--- config.mk ---
export PLATFORM = sky130hd
export DESIGN_NAME = mult_sequencer
export DESIGN_NICKNAME = d
export VERILOG_FILES = /design/src/rtl/mult_sequencer_pkg.sv /design/src/rtl/mult_shift_add_dp.sv /design/src/rtl/mult_sequencer.sv
export SDC_FILE = /design/constraint.sdc
export NUM_CORES = 1
export LEC_CHECK = 0
export CORE_ASPECT_RATIO = 1.75
export CORE_MARGIN = 3
export CORE_UTILIZATION = 60
export CTS_BUF_LIST = sky130_fd_sc_hd__clkbuf_4
export DETAILED_ROUTE_END_ITERATION = 6
export PLACE_DENSITY_LB_ADDON = 0.25
export SYNTH_ARGS = -nofsm -noshare
export SYNTH_HDL_FRONTEND = slang
export SYNTH_HIERARCHICAL = 1
export SYNTH_SLANG_ARGS = --single-unit
--- constraint.sdc ---
create_clock -name clk -period 4.21 [get_ports clk]
set_input_delay 0.842 -clock clk [delete_from_list [all_inputs] [get_ports clk]]
set_output_delay 0.842 -clock clk [all_outputs]
set_load 0.005 [all_outputs]
--- src/rtl/mult_sequencer_pkg.sv ---
// Shared widths, constants and FSM state encoding for the signed shift-add multiplier.
package mult_sequencer_pkg;

    localparam int DW   = 8;
    localparam int DW_2 = 2 * DW;
    // Iteration counter must hold 0..DW-1 with headroom for the final increment.
    localparam int CW   = $clog2(DW + 1);

    localparam logic [DW_2-1:0] ZERO = '0;
    localparam logic [DW_2-1:0] ONE  = DW_2'(1);
    localparam logic [DW_2-1:0] TWO  = DW_2'(2);

    typedef enum logic [2:0] {
        IDLE,
        LOAD,
        RUN,
        FIX,
        DONE
    } mult_state_t;

endpackage

--- src/rtl/mult_shift_add_dp.sv ---
// Multiplier datapath: operand capture, magnitudes, DW-step shift-add accumulate, sign fix.
// One action per strobe per cycle; result/sign registers change only on fix_i.
module mult_shift_add_dp
    import mult_sequencer_pkg::*;
(
    input  logic            clk,
    input  logic            rst,
    input  logic            capture_i,
    input  logic            load_i,
    input  logic            step_i,
    input  logic            fix_i,
    input  logic [DW-1:0]   op_a_i,
    input  logic [DW-1:0]   op_b_i,
    output logic            last_iter_o,
    output logic            sign_o,
    output logic [DW_2-1:0] result_o
);

    localparam logic [DW-1:0] ZERO_OP = '0;

    logic [DW-1:0]   op_a_q,   op_a_d;
    logic [DW-1:0]   op_b_q,   op_b_d;
    logic [DW-1:0]   mag_a_q,  mag_a_d;
    logic [DW-1:0]   mag_b_q,  mag_b_d;
    logic [DW_2-1:0] acc_q,    acc_d;
    logic [CW-1:0]   count_q,  count_d;
    logic            sign_q,   sign_d;
    logic            res_sign_q, res_sign_d;
    logic [DW_2-1:0] result_q, result_d;

    always_comb begin
        op_a_d     = op_a_q;
        op_b_d     = op_b_q;
        mag_a_d    = mag_a_q;
        mag_b_d    = mag_b_q;
        acc_d      = acc_q;
        count_d    = count_q;
        sign_d     = sign_q;
        res_sign_d = res_sign_q;
        result_d   = result_q;

        if (capture_i) begin
            op_a_d = op_a_i;
            op_b_d = op_b_i;
        end

        // Most-negative operand negates to 2^(DW-1), which is exact as an unsigned magnitude.
        if (load_i) begin
            mag_a_d = op_a_q[DW-1] ? (ZERO_OP - op_a_q) : op_a_q;
            mag_b_d = op_b_q[DW-1] ? (ZERO_OP - op_b_q) : op_b_q;
            sign_d  = op_a_q[DW-1] ^ op_b_q[DW-1];
            acc_d   = ZERO;
            count_d = '0;
        end

        if (step_i) begin
            if (mag_b_q[0]) begin
                acc_d = acc_q + (DW_2'(mag_a_q) << count_q);
            end
            mag_b_d = mag_b_q >> 1;
            count_d = count_q + CW'(1);
        end

        if (fix_i) begin
            result_d   = sign_q ? (ZERO - acc_q) : acc_q;
            res_sign_d = sign_q;
        end
    end

    always_ff @(posedge clk) begin
        if (rst) begin
            op_a_q     <= '0;
            op_b_q     <= '0;
            mag_a_q    <= '0;
            mag_b_q    <= '0;
            acc_q      <= '0;
            count_q    <= '0;
            sign_q     <= 1'b0;
            res_sign_q <= 1'b0;
            result_q   <= '0;
        end else begin
            op_a_q     <= op_a_d;
            op_b_q     <= op_b_d;
            mag_a_q    <= mag_a_d;
            mag_b_q    <= mag_b_d;
            acc_q      <= acc_d;
            count_q    <= count_d;
            sign_q     <= sign_d;
            res_sign_q <= res_sign_d;
            result_q   <= result_d;
        end
    end

    assign last_iter_o = (count_q == CW'(DW - 1));
    assign sign_o      = res_sign_q;
    assign result_o    = result_q;

endmodule

--- src/rtl/mult_sequencer.sv ---
// Signed sequential multiplier controller: start/ready handshake, IDLE->LOAD->RUN->FIX->DONE.
// Done pulses DW+3 edges after acceptance; start outside IDLE is dropped, never queued.
module mult_sequencer
    import mult_sequencer_pkg::*;
(
    input  logic            clk,
    input  logic            rst,
    input  logic            start,
    input  logic [DW-1:0]   multiplier,
    input  logic [DW-1:0]   multiplicand,
    output logic            ready,
    output logic            busy,
    output logic            done,
    output logic            sign,
    output logic [DW_2-1:0] result
);

    mult_state_t state_q;
    logic        ready_q;
    logic        busy_q;
    logic        done_q;
    logic        last_iter;

    always_ff @(posedge clk) begin
        if (rst) begin
            state_q <= IDLE;
            ready_q <= 1'b1;
            busy_q  <= 1'b0;
            done_q  <= 1'b0;
        end else begin
            // The pulse is registered off the DONE state, so it overlaps the following IDLE cycle.
            done_q <= (state_q == DONE);
            case (state_q)
                IDLE: begin
                    if (start) begin
                        state_q <= LOAD;
                        ready_q <= 1'b0;
                        busy_q  <= 1'b1;
                    end
                end
                LOAD: state_q <= RUN;
                RUN: begin
                    if (last_iter) begin
                        state_q <= FIX;
                    end
                end
                FIX: begin
                    state_q <= DONE;
                    busy_q  <= 1'b0;
                end
                DONE: begin
                    state_q <= IDLE;
                    ready_q <= 1'b1;
                end
                default: begin
                    state_q <= IDLE;
                    ready_q <= 1'b1;
                    busy_q  <= 1'b0;
                end
            endcase
        end
    end

    mult_shift_add_dp u_dp (
        .clk         (clk),
        .rst         (rst),
        .capture_i   ((state_q == IDLE) && start),
        .load_i      (state_q == LOAD),
        .step_i      (state_q == RUN),
        .fix_i       (state_q == FIX),
        .op_a_i      (multiplier),
        .op_b_i      (multiplicand),
        .last_iter_o (last_iter),
        .sign_o      (sign),
        .result_o    (result)
    );

    assign ready = ready_q;
    assign busy  = busy_q;
    assign done  = done_q;

endmodule

==> impl_metrics.ini <==
[sta]
rsz0062_at_grt = no
clock.fmax_ghz = 0.279
setup-tns-final_ns = 0
post-route-period-util = 0.851
timing.hold.ws_ns = 0.466
max_slew_margin = 0.221
setup_violations = 0
fin_skew_ns = 0.0141
period_needed_ns = 3.58
hold_viol = 0
worst_pin_slew_ns = 1.16
drv_slew = 0

[yosys]
syn_area_sq_um = 4570
synth_seq_cells = 76
synth-edff-count = 0
yosys_warnings = 6
synth_cell_types = 61
postSynthAreaPerCell_sq_um = 8.33
synth-simple-area-share = 0.202
ys_async_sr_fraction = 0
syn-num-nets = 588
yosysSeqAreaShare = 0.333
synth_fa_ha_area_frac = 0.0564
syn-instance-count = 549
synth_top_family_by_area = simple AND/OR/NAND/NOR gates
synthFlopType = dfxtp_1
synth_compound_area_frac = 0.200
synth_mux_area_frac = 0.0890
synth_xor_area_frac = 0.0690

[hold_path]
hold_class = reg2reg
min-delay-start = u_dp/mag_b_q[7]
whs_path_depth = 2

[route]
via_per_inst = 6.09
drt_wl_total_um = 10000
via_count = 4003
drtIter0Drc = 248
ant_nets = 0
drc_errors = 0
wl_per_cell_um = 15.2
drt_pass1_iterations = 5

[clocking]
clockRootBuffer = clkbuf_4
cts_resized = 0
tritoncts = done
clockBufferDepth = 2
clock_latency_ns = 0.44
postCtsSetupRepairBufs = 0
cts_inserted_buffers = 9
clock-sinks = 76
htreeDepth = 3
clkSlewWorstSetupHoldPaths_ns = 0.12
ctsHoldBuffers = 0

[global_routing]
grt_pass1_wl_um = 17300
grt_pass1_vias = 3959
grtUsageTotal = 0.249
grt_start_max_net_pins = 69
antenna_found_initial = 0
overflow = 0

[placed_design]
place_congestion = 0.932
port_buffers = 38
hpwlAfterDp_um = 7510

[critical_path]
r2r-start = u_dp/count_q[1]
max_stage_delay_ns = 0.79
cp_max_fo = 19
critPathCaptureType = flip-flop
path_common_cell = a211o_1
crit_cells = 12
path_cells = mux2_2, a22o_1, nor2_1, a211o_1, o21ai_0, ha_1, a211oi_1, o21bai_1, a221oi_1, a21oi_1, o211a_1, a211o_1
critical_path_required_ns = 4.56
reg2reg_depth = 12
critPathArrivalTime_ns = 3.93
worstSetupPathType = reg2reg
critPathSlowestCell = dfxtp_1
cp-start-kind = flip-flop
crit_start = u_dp/count_q[1]
cp_num_buf_inv = 0
worst_path_dominant_cell_family = compound AO/OA/AOI/OAI gates

[status]
status = finished clean

[finish]
layout-drive-gt1-share = 0.0613
area_delta_synth_final_pct = 10.6
nNetsFinal = 606
antenna_cells = 0
mostFrequentLayoutCells = nor2_1, dfxtp_1, nand2_1

[power]
finalPower_mw = 1.48
p_leak_nw = 1.93
p_per_area_nw_per_um2 = 293
peakVddDrop_mv = 0.249

[floorplan]
core_sq_um = 7280
die-area_sq_um = 8740
num_io_pins = 39
die_y_um = 121
rows = 41
start_util = 0.627
die_x_um = 72.0

[flow_run]
cap_violations = 0
==> kinds of logic (layout without fill, tap and decap cells) <==
kind of cell | after synthesis | after routing
DFF | 76 | 76
and+or+nand+nor | 192 | 192
AOI/OAI and AO/OA | 134 | 134
buffers and inverters | 52 | 74
adders and majority gates | 20 | 20
xor gates and xnor gates | 36 | 36
muxes | 39 | 39
==> path summary, 6_finish.rpt <==
path	endpoint	slack, ns
worst max-delay path	u_dp/acc_q[15]	0.63
worst min-delay path	u_dp/mag_b_q[6]	0.47
worst max register to register	u_dp/acc_q[15]	0.63
worst min register to register	u_dp/mag_b_q[6]	0.47
==> sequential cells by signal (all words and copies together), names as in the netlist <==
name / cells
state_q: 3
u_dp/mag_b_q: 8
u_dp/result_o: 16
u_dp/op_b_q: 8
busy: 1
u_dp/sign_q: 1
u_dp/count_q: 4
u_dp/mag_a_q: 8
done: 1
u_dp/sign_o: 1
u_dp/acc_q: 16
u_dp/op_a_q: 8
ready: 1
==> worst min-delay path, cell delays in order (launching register included) <==
cell and delay (ns):
dfxtp_1 0.33, nand2_1 0.05, a21oi_1 0.05
==> synthesized netlist by cell type (all sizes together), types with 3 or more instances <==
cell type  instances  area, sq um
a211o              4         35.0
a211oi            33          248
a21o               4         30.0
a21oi             29          149
a22o               8         70.1
buf                9         63.8
clkbuf            27          111
dfxtp             76         1520
ha                19          238
inv               15         56.3
mux2               3         33.8
mux2i             35          350
nand2             43          161
nand2b             3         18.8
nand3              7         35.0
nand3b             4         30.0
nand4              3         18.8
nor2              77          289
nor2b             13         81.3
nor3              12         60.1
nor3b              6         45.0
nor4               4         25.0
nor4b              3         26.3
o21ai             23          115
o21bai             3         22.5
o22ai              3         18.8
o31ai              9         72.6
or3                8         60.1
xnor2              9         78.8
xor2              27          236
==> layer usage <==
metal,global-route usage,wire (um)
met2,0.460,5470
met5,0,0
met4,0.171,619
met1,0.239,3560
met3,0.0464,373
==> area by class of cell <==
cell class,count,area [sq um]
Tap cell,86,108
Clock inverter,5,53.8
Sequential cell,76,1520
Inverter,16,60.1
Clock buffer,10,75.1
Fill cell,627,2230
Timing Repair Buffer,43,413
Multi-Input combinational cell,421,2830
==> power breakdown <==
| part | internal, mW | leakage [nW] | switching, mW |
|---|---|---|---|
| registers | 0.754 | 0.618 | 0.0450 |
| clock network | 0.182 | 0.0675 | 0.251 |
| logic | 0.122 | 1.24 | 0.125 |
| total | 1.06 | 1.93 | 0.422 |
==> per-stage QoR <==
step	utilization	instances	setup slack, ns	cell area [sq um]
2_1_floorplan	-	549	1.22	4570
3_3_place_gp	0.677	642	0.824	4930
3_5_place_dp	0.677	642	0.699	4930
4_1_cts	0.694	657	0.694	5060
5_1_grt	0.694	657	0.362	5060
6_report	0.694	657	0.627	5060
(Power assumes the default switching activity.)
